### src/rtl/instr_fetch_pkg.sv
// Shared constants and the fetch state type for the instruction-fetch stage.
// Latency: n/a (declarations only).
// Backpressure: n/a.
package instr_fetch_pkg;

    localparam int INSTR_BYTES      = 4;
    localparam int WORD_BYTES       = 2;
    localparam int ADDR_BITS        = 16;
    localparam int WORD_BITS        = 16;
    localparam int FETCH_LINE_BYTES = 16;

    typedef enum logic [1:0] {
        PRE_BOOT = 2'd0,
        READY    = 2'd1,
        REQ      = 2'd2,
        WAIT     = 2'd3
    } fetch_state_t;

endpackage

### src/rtl/fetch_line_buf.sv
// Single-line word store for the fetch stage: one word write port, one 32-bit instruction read port.
// Latency: write lands on the next clk edge; read is combinational (zero cycles).
// Backpressure: none; the writer owns all sequencing.
//
// Ports:
//   clk      - clock
//   we_i     - write enable for word widx_i
//   widx_i   - word index within the line
//   wdata_i  - word to store
//   iidx_i   - instruction index within the line
//   instr_o  - {word[2*iidx], word[2*iidx+1]}, lower address in the upper half
module fetch_line_buf #(
    parameter int WORD_BITS  = 16,
    parameter int LINE_BYTES = 16
) (
    input  logic                          clk,
    input  logic                          we_i,
    input  logic [$clog2(LINE_BYTES)-2:0] widx_i,
    input  logic [WORD_BITS-1:0]          wdata_i,
    input  logic [$clog2(LINE_BYTES)-3:0] iidx_i,
    output logic [2*WORD_BITS-1:0]        instr_o
);
    import instr_fetch_pkg::*;

    localparam int NWORDS = LINE_BYTES / WORD_BYTES;

    // Contents are meaningless until a complete fill has landed; the owner
    // qualifies every read with its own valid flag, so no reset is needed.
    logic [WORD_BITS-1:0] words_q [NWORDS];

    always_ff @(posedge clk) begin
        if (we_i) begin
            words_q[widx_i] <= wdata_i;
        end
    end

    assign instr_o = {words_q[{iidx_i, 1'b0}], words_q[{iidx_i, 1'b1}]};

endmodule

### src/rtl/instr_fetch.sv
// Instruction fetch: turns a byte pointer into a 32-bit instruction via a one-line prefetch buffer.
// Latency: hits are combinational (0 cycles); a miss costs 1 + 2*(LINE_BYTES/2) cycles with 1-cycle memory.
// Backpressure: one memory read outstanding at a time; the next word is requested only after mem_rd_done.
//
// Ports:
//   clk, rst_n                - clock, synchronous active-low reset
//   boot_done                 - memory image loaded; fetching starts only after this is seen
//   instr_ptr                 - byte address of the wanted instruction (bits [1:0] ignored)
//   instr_valid, cur_instr    - hit indication and instruction ({A, A+2} halves)
//   snoop_wr_en/_addr         - processor data writes, used to invalidate stale code
//   mem_rd_en/_addr/_data/_done - word-wide memory read handshake
module instr_fetch #(
    parameter int ADDR_BITS  = instr_fetch_pkg::ADDR_BITS,
    parameter int WORD_BITS  = instr_fetch_pkg::WORD_BITS,
    parameter int LINE_BYTES = instr_fetch_pkg::FETCH_LINE_BYTES
) (
    input  logic                 clk,
    input  logic                 rst_n,
    input  logic                 boot_done,
    input  logic [ADDR_BITS-1:0] instr_ptr,
    output logic                 instr_valid,
    output logic [31:0]          cur_instr,
    input  logic                 snoop_wr_en,
    input  logic [ADDR_BITS-1:0] snoop_wr_addr,
    output logic                 mem_rd_en,
    output logic [ADDR_BITS-1:0] mem_rd_addr,
    input  logic [WORD_BITS-1:0] mem_rd_data,
    input  logic                 mem_rd_done
);
    import instr_fetch_pkg::*;

    localparam int OFF_BITS  = $clog2(LINE_BYTES);
    localparam int TAG_BITS  = ADDR_BITS - OFF_BITS;
    localparam int WIDX_BITS = OFF_BITS - 1;
    localparam int IIDX_BITS = OFF_BITS - 2;
    localparam logic [WIDX_BITS-1:0] LAST_WORD = WIDX_BITS'(LINE_BYTES / WORD_BYTES - 1);

    fetch_state_t         state_q, state_d;
    logic                 line_valid_q, line_valid_d;
    logic [TAG_BITS-1:0]  line_tag_q, line_tag_d;
    logic [TAG_BITS-1:0]  fill_tag_q, fill_tag_d;
    logic [WIDX_BITS-1:0] word_idx_q, word_idx_d;
    logic                 fill_dirty_q, fill_dirty_d;

    logic [TAG_BITS-1:0]  ptr_tag;
    logic [IIDX_BITS-1:0] ptr_idx;
    logic [TAG_BITS-1:0]  snoop_tag;
    logic                 line_hit;
    logic                 snoop_line_hit;
    logic                 snoop_fill_hit;
    logic                 buf_we;
    logic                 unused_addr_bits;

    assign ptr_tag   = instr_ptr[ADDR_BITS-1:OFF_BITS];
    assign ptr_idx   = instr_ptr[OFF_BITS-1:2];
    assign snoop_tag = snoop_wr_addr[ADDR_BITS-1:OFF_BITS];

    // Byte offsets below instruction / line granularity carry no information here.
    assign unused_addr_bits = ^{instr_ptr[1:0], snoop_wr_addr[OFF_BITS-1:0]};

    assign line_hit       = line_valid_q && (ptr_tag == line_tag_q);
    assign snoop_line_hit = snoop_wr_en && (snoop_tag == line_tag_q);
    assign snoop_fill_hit = snoop_wr_en && ((state_q == REQ) || (state_q == WAIT))
                            && (snoop_tag == fill_tag_q);
    assign buf_we         = (state_q == WAIT) && mem_rd_done;

    assign instr_valid = line_hit && (state_q == READY);
    assign mem_rd_en   = (state_q == REQ);
    // fill_tag/word_idx only move on a miss or on mem_rd_done, so the address
    // is naturally held for the whole request/wait window.
    assign mem_rd_addr = {fill_tag_q, word_idx_q, 1'b0};

    fetch_line_buf #(
        .WORD_BITS  (WORD_BITS),
        .LINE_BYTES (LINE_BYTES)
    ) u_line_buf (
        .clk     (clk),
        .we_i    (buf_we),
        .widx_i  (word_idx_q),
        .wdata_i (mem_rd_data),
        .iidx_i  (ptr_idx),
        .instr_o (cur_instr)
    );

    always_comb begin
        state_d      = state_q;
        line_valid_d = line_valid_q;
        line_tag_d   = line_tag_q;
        fill_tag_d   = fill_tag_q;
        word_idx_d   = word_idx_q;
        fill_dirty_d = fill_dirty_q;

        if (snoop_line_hit) begin
            line_valid_d = 1'b0;
        end
        if (snoop_fill_hit) begin
            fill_dirty_d = 1'b1;
        end

        unique case (state_q)
            PRE_BOOT: begin
                if (boot_done) begin
                    state_d = READY;
                end
            end
            READY: begin
                if (!line_hit) begin
                    fill_tag_d   = ptr_tag;
                    word_idx_d   = '0;
                    fill_dirty_d = 1'b0;
                    line_valid_d = 1'b0;
                    state_d      = REQ;
                end
            end
            REQ: begin
                state_d = WAIT;
            end
            WAIT: begin
                if (mem_rd_done) begin
                    if (word_idx_q == LAST_WORD) begin
                        // A write to this line in the landing cycle still poisons it.
                        line_tag_d   = fill_tag_q;
                        line_valid_d = !(fill_dirty_q || snoop_fill_hit);
                        state_d      = READY;
                    end else begin
                        word_idx_d = word_idx_q + 1'b1;
                        state_d    = REQ;
                    end
                end
            end
            default: begin
                state_d = PRE_BOOT;
            end
        endcase
    end

    always_ff @(posedge clk) begin
        if (!rst_n) begin
            state_q      <= PRE_BOOT;
            line_valid_q <= 1'b0;
            line_tag_q   <= '0;
            fill_tag_q   <= '0;
            word_idx_q   <= '0;
            fill_dirty_q <= 1'b0;
        end else begin
            state_q      <= state_d;
            line_valid_q <= line_valid_d;
            line_tag_q   <= line_tag_d;
            fill_tag_q   <= fill_tag_d;
            word_idx_q   <= word_idx_d;
            fill_dirty_q <= fill_dirty_d;
        end
    end

endmodule

### config.mk
export PLATFORM = sky130hd
export DESIGN_NAME = instr_fetch
export DESIGN_NICKNAME = d
export VERILOG_FILES = /design/src/rtl/instr_fetch_pkg.sv /design/src/rtl/fetch_line_buf.sv /design/src/rtl/instr_fetch.sv
export SDC_FILE = /design/constraint.sdc
export NUM_CORES = 1
export LEC_CHECK = 0
export ABC_AREA = 1
export CAP_MARGIN = 25
export CORE_MARGIN = 1.5
export CORE_UTILIZATION = 40
export DETAILED_ROUTE_END_ITERATION = 16
export DONT_BUFFER_PORTS = 1
export SLEW_MARGIN = 20
export SYNTH_ARGS = -nofsm -noshare
export SYNTH_HDL_FRONTEND = slang
export SYNTH_HIERARCHICAL = 1
export SYNTH_SLANG_ARGS = --single-unit
### constraint.sdc
create_clock -name clk -period 3.05 [get_ports clk]
set_clock_uncertainty 0.15 [all_clocks]
set_input_delay 0.4575 -clock clk [delete_from_list [all_inputs] [get_ports clk]]
set_output_delay 0.4575 -clock clk [all_outputs]
set_load 0.05 [all_outputs]
Word-level counts from Yosys, hierarchy flattened
Memories as Yosys holds them, arrays and structs flattened.
Cells that the tools add are included.
Word-level totals
  memories kept: 1
  register bits: 31
  memory bits (writable): 128
Memory list
  u_line_buf.words_q: words 8, width 16, read ports 2, clocked after memory_dff 0, wr ports 1, RTL line fetch_line_buf.sv:29  | logic [WORD_BITS-1:0] words_q [NWORDS];
Cells by class
  reduce and logical (&&, ||, !) cells: 15
  $add $sub $neg: 1
  bitwise operators: 1
  mux-type cells: 19
  eq/ne operators: 11
Operator list (count)
  == test 12 bit: 3
  two-way mux 1 bit: 9
  two-way mux 3 bit: 3
  two-way mux 2 bit: 4
  != test 2 bit, second input constant: 4
  case mux 2 bit (4 select lines): 1
  logical AND 1 bit: 6
  case mux 3 bit (2 select lines): 1
  AND reduction 3 bit: 2
  == test 2 bit, second input constant: 2
  AND reduction 4 bit: 1
  adder 3 x 1 -> 3 bit, second input constant: 1
  == test 3 bit, second input constant: 1
  == test 2 x 1 -> 1 bit, second input constant: 1
  logical NOT 2 bit: 1
  logical OR 1 bit: 2
  case mux 1 bit (2 select lines): 1
  AND reduction 2 bit: 1
  nonzero test 2 bit: 1
  logical NOT 1 bit: 1
  NOT 1 bit: 1

Longest topological paths before layout
  word-level depth: 9
  depth in mapped cells: 11

By module
The synthesis kept the hierarchy.
Modules (own cells, without submodules)
  fetch_line_buf: instances 1, cells an instance 519, area an instance 5470.2 um^2
  instr_fetch: instances 1, cells an instance 311, area an instance 1891.8 um^2

Worst setup path after synthesis
Ideal clock, no wire load.
  path type: input -> output
  from: input port instr_ptr[4]
  to: output port instr_valid
  required time: 2.442 ns
  arrival: 1.589 ns
  buffers on the path: 0
  setup slack: 0.853 ns
  stages: 6
  path through: inv_1 nand2_1 nand4_1 nor4_1 nand2_1 nor2_1
Between the ends
  word-level cells in the longest chain between the ends: 3
Ends and longest elaborated chain
  start: declaration: RTL line instr_fetch.sv:20  | input logic [ADDR_BITS-1:0] instr_ptr,
  == test 12 bit: RTL line instr_fetch.sv:61  | assign line_hit = line_valid_q && (ptr_tag == line_tag_q);
  logical AND 1 bit: RTL line instr_fetch.sv:61
  logical AND 1 bit: RTL line instr_fetch.sv:67  | assign instr_valid = line_hit && (state_q == READY);
  end: declaration: RTL line instr_fetch.sv:21  | output logic instr_valid,
Every way passes these cells.

Worst setup path in the final report
  from: register line_tag_q[5]
  to: output port instr_valid
Between the ends
  word-level cells in the longest chain between the ends: 3
Ends and longest elaborated chain
  start: declaration: RTL line instr_fetch.sv:40  | logic [TAG_BITS-1:0] line_tag_q, line_tag_d;
  start signal: assignment: RTL line instr_fetch.sv:148  | line_tag_q <= line_tag_d;
  == test 12 bit: RTL line instr_fetch.sv:61
  logical AND 1 bit: RTL line instr_fetch.sv:61
  logical AND 1 bit: RTL line instr_fetch.sv:67
Every way passes these cells.

==> impl_metrics.json <==
{
  "antenna_found_initial": 0,
  "synth.top_cells.by_area": "sky130_fd_sc_hd__edfxtp_1 52%, sky130_fd_sc_hd__nand2_1 13%, sky130_fd_sc_hd__inv_1 9.3%",
  "critical_path_peak_fanout": 4,
  "worst_hold_path_type": "input port to flip-flop",
  "dp_worst_setup_slack_ns": 0.7833,
  "layout_commonest_cell": "sky130_fd_sc_hd__nand2_1",
  "detail_route.iter0.violations": 272,
  "die_width_um": 138.7,
  "clkSlewWorstSetupHoldPaths_ns": 0.06,
  "post_detailed_route_drc_marker_count": 0,
  "postSynthRegisterBits": 159,
  "crit_type": "flip-flop to output pin",
  "final_hold_viol_count": 0,
  "leakage_power_nw": 3.705,
  "fin_ws_ns": 0.6221,
  "grt_max_degree": 66,
  "syn_nets": 885,
  "die-height_um": 138.7,
  "ys_seq_area_share_pct": 60.64,
  "netlist-cell-type-count": 30,
  "grt_util_all_layers_pct": 16.95,
  "timing.critical_path.arrival_ns": 1.82,
  "layout_min_cycle_time_ns": 2.428,
  "floorplan.rows": 49,
  "detailed_place_hpwl_um": 9457,
  "required_ns": 2.44,
  "max-slew-margin-rel_pct": 41.24,
  "clock_tree.htree_level_count": 4,
  "number_of_buffers_created_by_cts": 17,
  "place.gp.congestion": 0.8350,
  "worst_hold_path.num_cells": 2,
  "clockRootBuffer": "sky130_fd_sc_hd__clkbuf_16",
  "core-area_um2": 18020,
  "netlist_area_um2": 7362,
  "cts_hold_buf": 18,
  "fin_setup_tns_ns": 0,
  "die_area_um2": 19230,
  "tritoncts": "built",
  "clk_latency_ns": 0.42,
  "max_freq_mhz": 411.9,
  "io_buffers": 0,
  "number_of_global_route_vias_before_repair": 4811,
  "cts.sink_count": 159,
  "floorplan.initialDensity_pct": 40.84,
  "area.growth.synth_to_final_pct": 12.95,
  "synth.avg_cell_area_um2": 8.870,
  "yosys.area.top_type_share_pct": 52.21,
  "wirelength_um": 15490,
  "grt_pass1_wl_um": 25270,
  "max-vdd-ir-drop_v": 0.0004229,
  "yosys_top_cell_by_area": "sky130_fd_sc_hd__edfxtp_1",
  "detail_route.wl_per_cell_um": 14.15,
  "final-max-slew-violation-count": 0,
  "mapped_cells": 830,
  "grt_setup_unrepaired": "no",
  "route.detailed.vias_per_inst": 4.620,
  "most-common-layout-cells": "250 x sky130_fd_sc_hd__nand2_1, 182 x sky130_fd_sc_hd__inv_1, 128 x sky130_fd_sc_hd__edfxtp_1",
  "drive_gt1_share_pct": 6.582,
  "io_pins": 103,
  "dr.pass1.iters": 5,
  "cts_resized": 0,
  "status": "completed",
  "max-clock-path-buffers": 2,
  "pwr_density_cell_nw_per_um2": 587.5,
  "timing.reg2reg.worst_path_depth": 6,
  "final_worst_path_cycle_share_pct": 79.60,
  "critical_path.endpoint_type": "output pin",
  "post_cts.repair.setup_buffers": 0,
  "grt_overflow_total": 0,
  "num_vias": 5059,
  "cp-start-kind": "flip-flop",
  "tightestPinTransition_ns": 0.8781,
  "num-nets-final": 908,
  "ant_nets": 0,
  "finalSetupViolations": 0,
  "antennaDiodeCount": 0,
  "max_cap_viol_count": 0,
  "ys.warnings.count": 6
}
-- power by group --
| group | internal, mW | total (mW) | switching, mW |
|---|---|---|---|
| clock network | 1.14 | 2.00 | 0.860 |
| registers | 2.37 | 2.46 | 0.0922 |
| logic | 0.111 | 0.425 | 0.315 |
-- critical path: stages (launching register included) --
cell and delay, ns:
sky130_fd_sc_hd__dfxtp_1 0.39, sky130_fd_sc_hd__inv_2 0.06, sky130_fd_sc_hd__nand2_2 0.07, sky130_fd_sc_hd__nand4_1 0.09, sky130_fd_sc_hd__nor4_1 0.37, sky130_fd_sc_hd__nand2_1 0.10
sky130_fd_sc_hd__nor2_1 0.11, sky130_fd_sc_hd__buf_4 0.20
-- synth_stat cells --
cell	number
sky130_fd_sc_hd__xor2_1	1
sky130_fd_sc_hd__nand4_1	8
sky130_fd_sc_hd__inv_2	5
sky130_fd_sc_hd__o211ai_1	2
sky130_fd_sc_hd__edfxtp_1	128
sky130_fd_sc_hd__o21ai_0	30
sky130_fd_sc_hd__a21oi_1	20
sky130_fd_sc_hd__nor3_1	1
sky130_fd_sc_hd__buf_2	11
sky130_fd_sc_hd__ha_1	2
sky130_fd_sc_hd__xnor2_1	5
sky130_fd_sc_hd__nand2_4	1
sky130_fd_sc_hd__a21boi_0	2
sky130_fd_sc_hd__o21ai_1	6
sky130_fd_sc_hd__buf_6	9
sky130_fd_sc_hd__buf_4	5
sky130_fd_sc_hd__a21oi_2	1
sky130_fd_sc_hd__nor2_1	47
sky130_fd_sc_hd__nand2_2	3
sky130_fd_sc_hd__o21ai_2	1
sky130_fd_sc_hd__or2_2	1
sky130_fd_sc_hd__buf_1	1
sky130_fd_sc_hd__nor2_2	2
sky130_fd_sc_hd__conb_1	1
sky130_fd_sc_hd__nand3_1	70
sky130_fd_sc_hd__inv_1	182
sky130_fd_sc_hd__clkbuf_1	2
sky130_fd_sc_hd__dfxtp_1	31
sky130_fd_sc_hd__nand2_1	250
sky130_fd_sc_hd__nor4_1	2
-- cell families (layout without fill, tap and decap cells) --
logic type,Yosys count,in the layout,share of synthesized area (%)
AO/OA/AOI/OAI,62,62,4.453
XOR/XNOR,6,6,0.7138
adder cells (fa/ha/maj),2,2,0.3399
buffers and inverters,215,251,12.32
flip-flops,159,159,60.64
other,1,1,0.05094
AND/OR/NAND/NOR,385,385,21.48
-- final cells by class --
| cell class | instances | area [µm²] |
|---|---|---|
| Fill cell | 1720 | 9709 |
| Tap cell | 229 | 286.5 |
| Clock buffer | 18 | 429.2 |
| Clock inverter | 14 | 132.6 |
| Sequential cell | 159 | 4464 |
| Timing Repair Buffer | 32 | 310.3 |
| Inverter | 187 | 701.9 |
| Multi-Input combinational cell | 456 | 1991 |
-- state kept, by name (all words and copies together) (netlist names) --
register,cells
fill_tag_q,12
line_tag_q,12
word_idx_q,3
state_q,2
fill_dirty_q,1
u_line_buf/words_q,128
line_valid_q,1
-- through the flow --
stage	power [mW]	instances	hold slack, ns	util [%]	cell area, µm²
5_1_grt	5.069	1095	0.007152	46.13	8315
2_1_floorplan	2.863	830	0.3087	-	7362
3_3_place_gp	2.895	1045	0.3269	42.02	7574
6_report	4.885	1095	0.01573	46.13	8315
4_1_cts	4.938	1095	0.001687	46.13	8315
3_5_place_dp	2.900	1045	0.3343	42.02	7574
-- metal layers --
layer	GRT usage (%)	part of all wire [%]	vias up
li1	-	-	2638
met2	27.02	47	120
met1	22.69	47	2291
met5	0	0	-
met4	5.373	0.81	0
met3	4.558	5.4	10
-- path summary, 6_finish.rpt --
kind                       from              to  slack [ns]
setup / recovery  line_tag_q[5]     instr_valid        0.62
hold / removal            rst_n    line_valid_q        0.02
setup reg to reg  word_idx_q[1]  line_tag_q[11]        0.95
hold reg to reg   line_tag_q[1]   line_tag_q[1]        0.35
No activity file was read; power rests on OpenSTA's default activity.
